`src/rtl/multicycle_control.sv`:
```
// +--------------------------------------------------------------------------+
// | multicycle_control: main control FSM for a multicycle MIPS datapath,     |
// | with a retired-instruction counter and an unsupported-opcode flag.       |
// | Revision: 1.0                                                            |
// +--------------------------------------------------------------------------+
`default_nettype none

module multicycle_control #(
  parameter int CNT_W = 16
) (
  input  logic             clk,
  input  logic             rst_n,
  input  logic [5:0]       op,
  input  logic             zero,
  output logic             pcen,
  output logic             iord,
  output logic             memread,
  output logic             memwrite,
  output logic             irwrite,
  output logic             memtoreg,
  output logic             regdst,
  output logic             regwrite,
  output logic             alusrca,
  output logic [1:0]       alusrcb,
  output logic             aluop1,
  output logic             aluop0,
  output logic [1:0]       pcsource,
  output logic             illegal_op,
  output logic [CNT_W-1:0] instret,
  output logic [3:0]       state
);

  typedef enum logic [3:0] {
    S_FETCH  = 4'd0,
    S_DECODE = 4'd1,
    S_MEMADR = 4'd2,
    S_MEMRD  = 4'd3,
    S_MEMWB  = 4'd4,
    S_MEMWR  = 4'd5,
    S_EXEC   = 4'd6,
    S_ALUWB  = 4'd7,
    S_BRANCH = 4'd8,
    S_JUMP   = 4'd9,
    S_ORIEX  = 4'd10,
    S_ORIWB  = 4'd11
  } state_t;

  localparam logic [5:0] C_OP_R   = 6'b000000;
  localparam logic [5:0] C_OP_LW  = 6'b100011;
  localparam logic [5:0] C_OP_SW  = 6'b101011;
  localparam logic [5:0] C_OP_BEQ = 6'b000100;
  localparam logic [5:0] C_OP_J   = 6'b000010;
  localparam logic [5:0] C_OP_ORI = 6'b001101;

  state_t           state_q, state_d;
  logic [CNT_W-1:0] instret_q, instret_d;

  logic       w_pcwrite, w_pcwritecond, w_iord, w_memread, w_memwrite;
  logic       w_irwrite, w_memtoreg, w_regdst, w_regwrite, w_alusrca;
  logic [1:0] w_alusrcb, w_aluop, w_pcsource;
  logic       w_illegal, w_retire;

  always_ff @(posedge clk or negedge rst_n) begin
    if (!rst_n) begin
      state_q   <= S_FETCH;
      instret_q <= '0;
    end else begin
      state_q   <= state_d;
      instret_q <= instret_d;
    end
  end

  always_comb begin
    state_d       = S_FETCH;
    w_pcwrite     = 1'b0;
    w_pcwritecond = 1'b0;
    w_iord        = 1'b0;
    w_memread     = 1'b0;
    w_memwrite    = 1'b0;
    w_irwrite     = 1'b0;
    w_memtoreg    = 1'b0;
    w_regdst      = 1'b0;
    w_regwrite    = 1'b0;
    w_alusrca     = 1'b0;
    w_alusrcb     = 2'b00;
    w_aluop       = 2'b00;
    w_pcsource    = 2'b00;
    w_illegal     = 1'b0;
    w_retire      = 1'b0;
    case (state_q)
      S_FETCH: begin
        w_memread = 1'b1;
        w_irwrite = 1'b1;
        w_alusrcb = 2'b01;
        w_pcwrite = 1'b1;
        state_d   = S_DECODE;
      end
      S_DECODE: begin
        // Branch target is precomputed here so BRANCH only needs the compare.
        w_alusrcb = 2'b11;
        case (op)
          C_OP_LW, C_OP_SW: state_d = S_MEMADR;
          C_OP_R:           state_d = S_EXEC;
          C_OP_BEQ:         state_d = S_BRANCH;
          C_OP_J:           state_d = S_JUMP;
          C_OP_ORI:         state_d = S_ORIEX;
          default: begin
            state_d   = S_FETCH;
            w_illegal = 1'b1;
          end
        endcase
      end
      S_MEMADR: begin
        w_alusrca = 1'b1;
        w_alusrcb = 2'b10;
        state_d   = (op == C_OP_LW) ? S_MEMRD : S_MEMWR;
      end
      S_MEMRD: begin
        w_memread = 1'b1;
        w_iord    = 1'b1;
        state_d   = S_MEMWB;
      end
      S_MEMWB: begin
        w_regwrite = 1'b1;
        w_memtoreg = 1'b1;
        w_retire   = 1'b1;
      end
      S_MEMWR: begin
        w_memwrite = 1'b1;
        w_iord     = 1'b1;
        w_retire   = 1'b1;
      end
      S_EXEC: begin
        w_alusrca = 1'b1;
        w_aluop   = 2'b10;
        state_d   = S_ALUWB;
      end
      S_ALUWB: begin
        w_regdst   = 1'b1;
        w_regwrite = 1'b1;
        w_retire   = 1'b1;
      end
      S_BRANCH: begin
        w_alusrca     = 1'b1;
        w_aluop       = 2'b01;
        w_pcwritecond = 1'b1;
        w_pcsource    = 2'b01;
        w_retire      = 1'b1;
      end
      S_JUMP: begin
        w_pcwrite  = 1'b1;
        w_pcsource = 2'b10;
        w_retire   = 1'b1;
      end
      S_ORIEX: begin
        w_alusrca = 1'b1;
        w_alusrcb = 2'b10;
        w_aluop   = 2'b11;
        state_d   = S_ORIWB;
      end
      S_ORIWB: begin
        w_regwrite = 1'b1;
        w_retire   = 1'b1;
      end
      default: state_d = S_FETCH;
    endcase
  end

  assign instret_d = w_retire ? instret_q + CNT_W'(1) : instret_q;

  // Reset gates every control output, including the input-dependent ones.
  assign pcen       = rst_n & (w_pcwrite | (w_pcwritecond & zero));
  assign iord       = rst_n & w_iord;
  assign memread    = rst_n & w_memread;
  assign memwrite   = rst_n & w_memwrite;
  assign irwrite    = rst_n & w_irwrite;
  assign memtoreg   = rst_n & w_memtoreg;
  assign regdst     = rst_n & w_regdst;
  assign regwrite   = rst_n & w_regwrite;
  assign alusrca    = rst_n & w_alusrca;
  assign alusrcb    = rst_n ? w_alusrcb : 2'b00;
  assign aluop1     = rst_n & w_aluop[1];
  assign aluop0     = rst_n & w_aluop[0];
  assign pcsource   = rst_n ? w_pcsource : 2'b00;
  assign illegal_op = rst_n & w_illegal;
  assign instret    = instret_q;
  assign state      = state_q;

endmodule

`default_nettype wire
```
`config.mk`:
```
export PLATFORM = sky130hd
export DESIGN_NAME = multicycle_control
export DESIGN_NICKNAME = d
export VERILOG_FILES = /design/src/rtl/multicycle_control.sv
export SDC_FILE = /design/constraint.sdc
export NUM_CORES = 1
export LEC_CHECK = 0
export BUFFER_PORTS_ARGS = -buffer_cell sky130_fd_sc_hd__buf_2
export CAP_MARGIN = 20
export CORE_ASPECT_RATIO = 1.2
export CORE_MARGIN = 2
export CORE_UTILIZATION = 38
export CTS_CLUSTER_DIAMETER = 200
export DETAILED_ROUTE_END_ITERATION = 8
export PLACE_DENSITY_LB_ADDON = 0.25
export SETUP_SLACK_MARGIN = 0.5
export SLEW_MARGIN = 20
export SYNTH_ARGS = -nofsm -noshare
export SYNTH_HDL_FRONTEND = slang
export SYNTH_SLANG_ARGS = --single-unit
```
`constraint.sdc`:
```
create_clock -name clk -period 1.8 [get_ports clk]
set_input_delay 0.09 -clock clk [delete_from_list [all_inputs] [get_ports clk]]
set_output_delay 0.09 -clock clk [all_outputs]
set_load 0.1 [all_outputs]
```
After elaboration in Yosys (flattened, before gate mapping)
Cells that the tools add are included.
Cells by class
  add/subtract/negate cells: 1
  eq/ne operators: 16
  mux-type cells: 21
  bitwise logic cells: 14
  reductions and logical operators: 11
Operators with widths (number)
  $pmux 4 s6: 1
  $pmux 4 s5: 1
  $add 16x1->16 const B: 1
  $eq 4x3->1 const B: 4
  $eq 4x4->1 const B: 4
  $and 1x1->1: 13
  $mux 1: 13
  $eq 6x6->1 const B: 2
  $pmux 2 s3: 2
  $reduce_or 6->1: 2
  $reduce_or 2->1: 5
  $eq 4x2->1 const B: 2
  $eq 6x2->1 const B: 1
  $eq 6x3->1 const B: 1
  $eq 6x4->1 const B: 1
  $logic_not 6->1: 1
  $eq 4x1->1 const B: 1
  $logic_not 4->1: 1
  $mux 2: 2
  $pmux 2 s2: 1
  $reduce_or 4->1: 1
  $mux 3: 1
  $reduce_or 3->1: 1
  $or 1x1->1: 1
Storage, ports and cells
  register bits: 20
  input bits: 9
  output and inout bits: 36
  word-level logic and storage cells: 65

Depth between registers and ports, before layout
  depth after elaboration: 5
  gate-level depth with buffers: 5
  mapped depth without buffers: 5

Worst setup path before layout
No wires, ideal clock.
  path type: register -> output
  from: register state_q[3], in the netlist state[3]
  to: output port pcen
  arrival time: 6.036 ns
  required time: 1.710 ns
  setup slack: -4.326 ns
  stages on the path, launching flop included: 4
  path buffers: 1
  cells stage by stage: dfrtp_1 clkbuf_8 inv_1 a2111oi_0
On the way
  cells in the longest elaborated chain, start to end: 5
  elaborated cells on any way between the ends: 9
  those cells by class: 2 x eq/ne; 2 x mux; 3 x bitwise; 2 x reduce/logical
RTL lines
  from (decl): line 55  | state_t state_q, state_d;
  from (signal assigned): line 68  | state_q <= state_d;
  $eq 4x4->1 or $logic_not 4->1 (tied branches): line 90  | case (state_q)
  $reduce_or 2->1 (no line) or $mux 1 (tied branches)
  $mux 1 or $and 1x1->1 (tied branches): line 90, 172
  $or 1x1->1 (*): line 172  | assign pcen = rst_n & (w_pcwrite | (w_pcwritecond & zero));
  $and 1x1->1 (*): line 172
  to (decl): line 15  | output logic pcen,
Every way passes the cells marked *; elsewhere a longest branch is shown, timed or not.

Worst setup path in the final report
  from: register state_q[0], in the netlist state[0]
  to: output port pcen
The elaborated chain is that of the path after synthesis.

==> impl_metrics.tcl <==
set metrics [dict create \
    drive_above_1_share_pct 65.87 \
    n_antenna_cell 0 \
    ys_seq_area_share_pct 39.37 \
    grt-ovfl-total 0 \
    path_clk_slew_ns 0.08 \
    r2r_cells 6 \
    drv_cap 0 \
    place_area_um2 2014 \
    cp_top_family "flip-flops" \
    powerDensity_nw_per_um2 1084 \
    drv_slew 0 \
    synth_top_area_share_pct 39.37 \
    finalCriticalPeriod_ns 1.685 \
    grt_first_pass_wirelength_mm 6.534 \
    timing.final.hold_violations 0 \
    layout_commonest_cell "buf_2" \
    tightest_slew_ns 0.4920 \
    timing.rr.end "instret[5]" \
    hold_class "in -> async" \
    setup.worst_path.class "reg -> out" \
    gp_congestion 0.7409 \
    die-height_um 67.36 \
    cp_data_required_time_ns 1.71 \
    clockBufferDepth 2 \
    stdcell_area_um2 2401 \
    ys.flop_type "dfrtp_1" \
    clk_latency_ns 0.25 \
    setup_violations 0 \
    cp_num_buf_inv 2 \
    port-buffer-count 44 \
    num_io_pins 45 \
    dr.pass1.iters 4 \
    hold_slack_ns 0.1560 \
    numCtsBuffers 3 \
    syn-cell-area_um2 1271 \
    area_delta_synth_final_pct 88.88 \
    fin_ws_ns 0.1146 \
    synth.avg_cell_area_um2 9.279 \
    drc 0 \
    track_usage_pct 21.46 \
    critPathMaxFanout 5 \
    ctsHtreeMaxLevel 1 \
    synthAdderAreaFrac_pct 0.9843 \
    cts_tree "done" \
    preCtsSetupSlack_ns 0.1721 \
    max-vdd-ir-drop_uv 886.2 \
    start_util_pct 38.75 \
    dpl.hpwl_mm 2.631 \
    final_cell_mix "24 x buf_2, 20 x buf_4, 18 x buf_12" \
    async_reset_ff_share_pct 100.0 \
    yosys-top-cells-area "dfrtp_1 39%, xnor2_1 9.0%, nand2_1 4.7%" \
    synth_compound_area_share_pct 8.760 \
    synthSimpleGateAreaFrac_pct 31.69 \
    antenna_found_initial 0 \
    yosysWarnings 0 \
    ff2ff_setup_slack_ns 0.18 \
    synth_xor_area_share_pct 12.99 \
    grt_pass1_vias 1363 \
    slew-limit-headroom_pct 66.95 \
    die-area_um2 3826 \
    power.leakage_uw 0.001021 \
    synthCells 137 \
    syn_nets 147 \
    path_cells "buf_4, a2111oi_4, buf_12" \
    arrival_ns 1.60 \
    dr_total_vias 1342 \
    max_clock_freq_mhz 593.3 \
    num-nets-final 219 \
    finalCritPeriodShare_pct 93.63 \
    synth_top_family_by_area "simple AND/OR/NAND/NOR gates" \
    end_kind "primary output" \
    muxShareOfSynthArea_pct 0.8858 \
    crit_path_max_incr_delay_ns 0.52 \
    slowest_stage "dfrtp_4" \
    drt_iter0_markers 27 \
    rsz0062_at_grt "true" \
    outcome "complete, no violations" \
    routedWlPerCell_um 16.55 \
    core.rowCount 23 \
    cts-root-buf "clkbuf_8" \
    yosysTopAreaCell "dfrtp_1" \
    cts_sinks 20 \
    ys_types 43 \
    grt_max_degree 13 \
    fin_skew_ns 0.004640 \
    ys_ff_latch 20 \
    reg2reg_from "state[3]" \
    synth_edf_count 0 \
    critPathLaunchType "flip-flop" \
    ant_nets 0 \
    coreArea_um2 3281 \
    viasPerCell 5.478 \
    drt_wl_total_mm 4.054 \
    die_x_um 56.80 \
]
cells by family (layout without fill, tap and decap cells):
logic type,count (synthesis),in the layout
XOR/XNOR,18,18
AND/OR/NAND/NOR,72,72
buffers and inverters,10,81
multiplexers,1,1
adder cells (fa/ha/maj),1,1
flip-flops,20,20
AO/OA/AOI/OAI,15,15
registers in the layout, summed over array words and instances, names as in the netlist:
register,flops
state,4
instret,16
worst min-delay path, cell delays in order:
cell and delay [ns]:
buf_2 0.19, dlymetal6s4s_1 0.29, buf_6 0.18
where the power goes:
group | switching (µW) | internal [µW]
clock network | 143 | 194
logic | 1100 | 538
registers | 99.4 | 530
total | 1340 | 1260
per-stage QoR:
stage,TNS (ns),total power (µW),std cells,utilization (%)
6_report,0,2603,245,73.19
2_1_floorplan,-1.982,1702,137,-
5_1_grt,0,2702,245,73.19
3_5_place_dp,0,2084,222,61.40
4_1_cts,0,2543,244,71.51
3_3_place_gp,0,2069,222,61.40
routing by layer:
metal | track usage, % | part of all wire, %
met1 | 26.04 | 37
met5 | 0 | 0
met4 | 6.105 | 1.4
met2 | 40.12 | 58
met3 | 2.490 | 3.6
synth_stat cells, types with 2 or more instances:
| cell type | n |
|---|---|
| xor2_1 | 4 |
| a21oi_1 | 3 |
| xnor2_1 | 13 |
| nor3_2 | 2 |
| nand3_1 | 9 |
| nor2_1 | 13 |
| and3_1 | 2 |
| nand3b_1 | 2 |
| nor3_1 | 7 |
| nor2b_1 | 3 |
| nand2b_1 | 2 |
| inv_1 | 4 |
| nor4b_1 | 3 |
| or4_1 | 2 |
| nand4_1 | 5 |
| dfrtp_1 | 20 |
| nand2_1 | 16 |
| buf_6 | 2 |
how the worst max path moves through the flow:
| stage | cells after the start | from | endpoint |
|---|---|---|---|
| 3_3_place_gp | 5 | state[1] | instret[14] |
| 4_1_cts | 5 | state[0] | memread |
| 5_1_grt | 6 | state[3] | instret[5] |
| 3_5_place_dp | 5 | state[1] | instret[14] |
| 6_report | 3 | state[0] | pcen |
| 2_1_floorplan | 3 | state[2] | pcen |
area by class of cell:
class	instances	area, µm²
Clock buffer	4	55.05
Sequential cell	20	536.8
Fill cell	236	879.6
Multi-Input combinational cell	107	987.2
Tap cell	37	46.29
Timing Repair Buffer	73	755.7
Inverter	4	20.02
repair_timing:
| item | 4_1_cts | 5_1_grt |
|---|---|---|
| buffers inserted | 17 | 1 |
| hold endpoints to repair | 20 | 0 |
| hold buffers | 1 | 0 |
| resized for setup | 34 | 14 |
| pin swaps | 16 | 8 |
| endpoints found under the setup margin | 38 | 37 |
No activity file was read; power rests on OpenSTA's default activity.
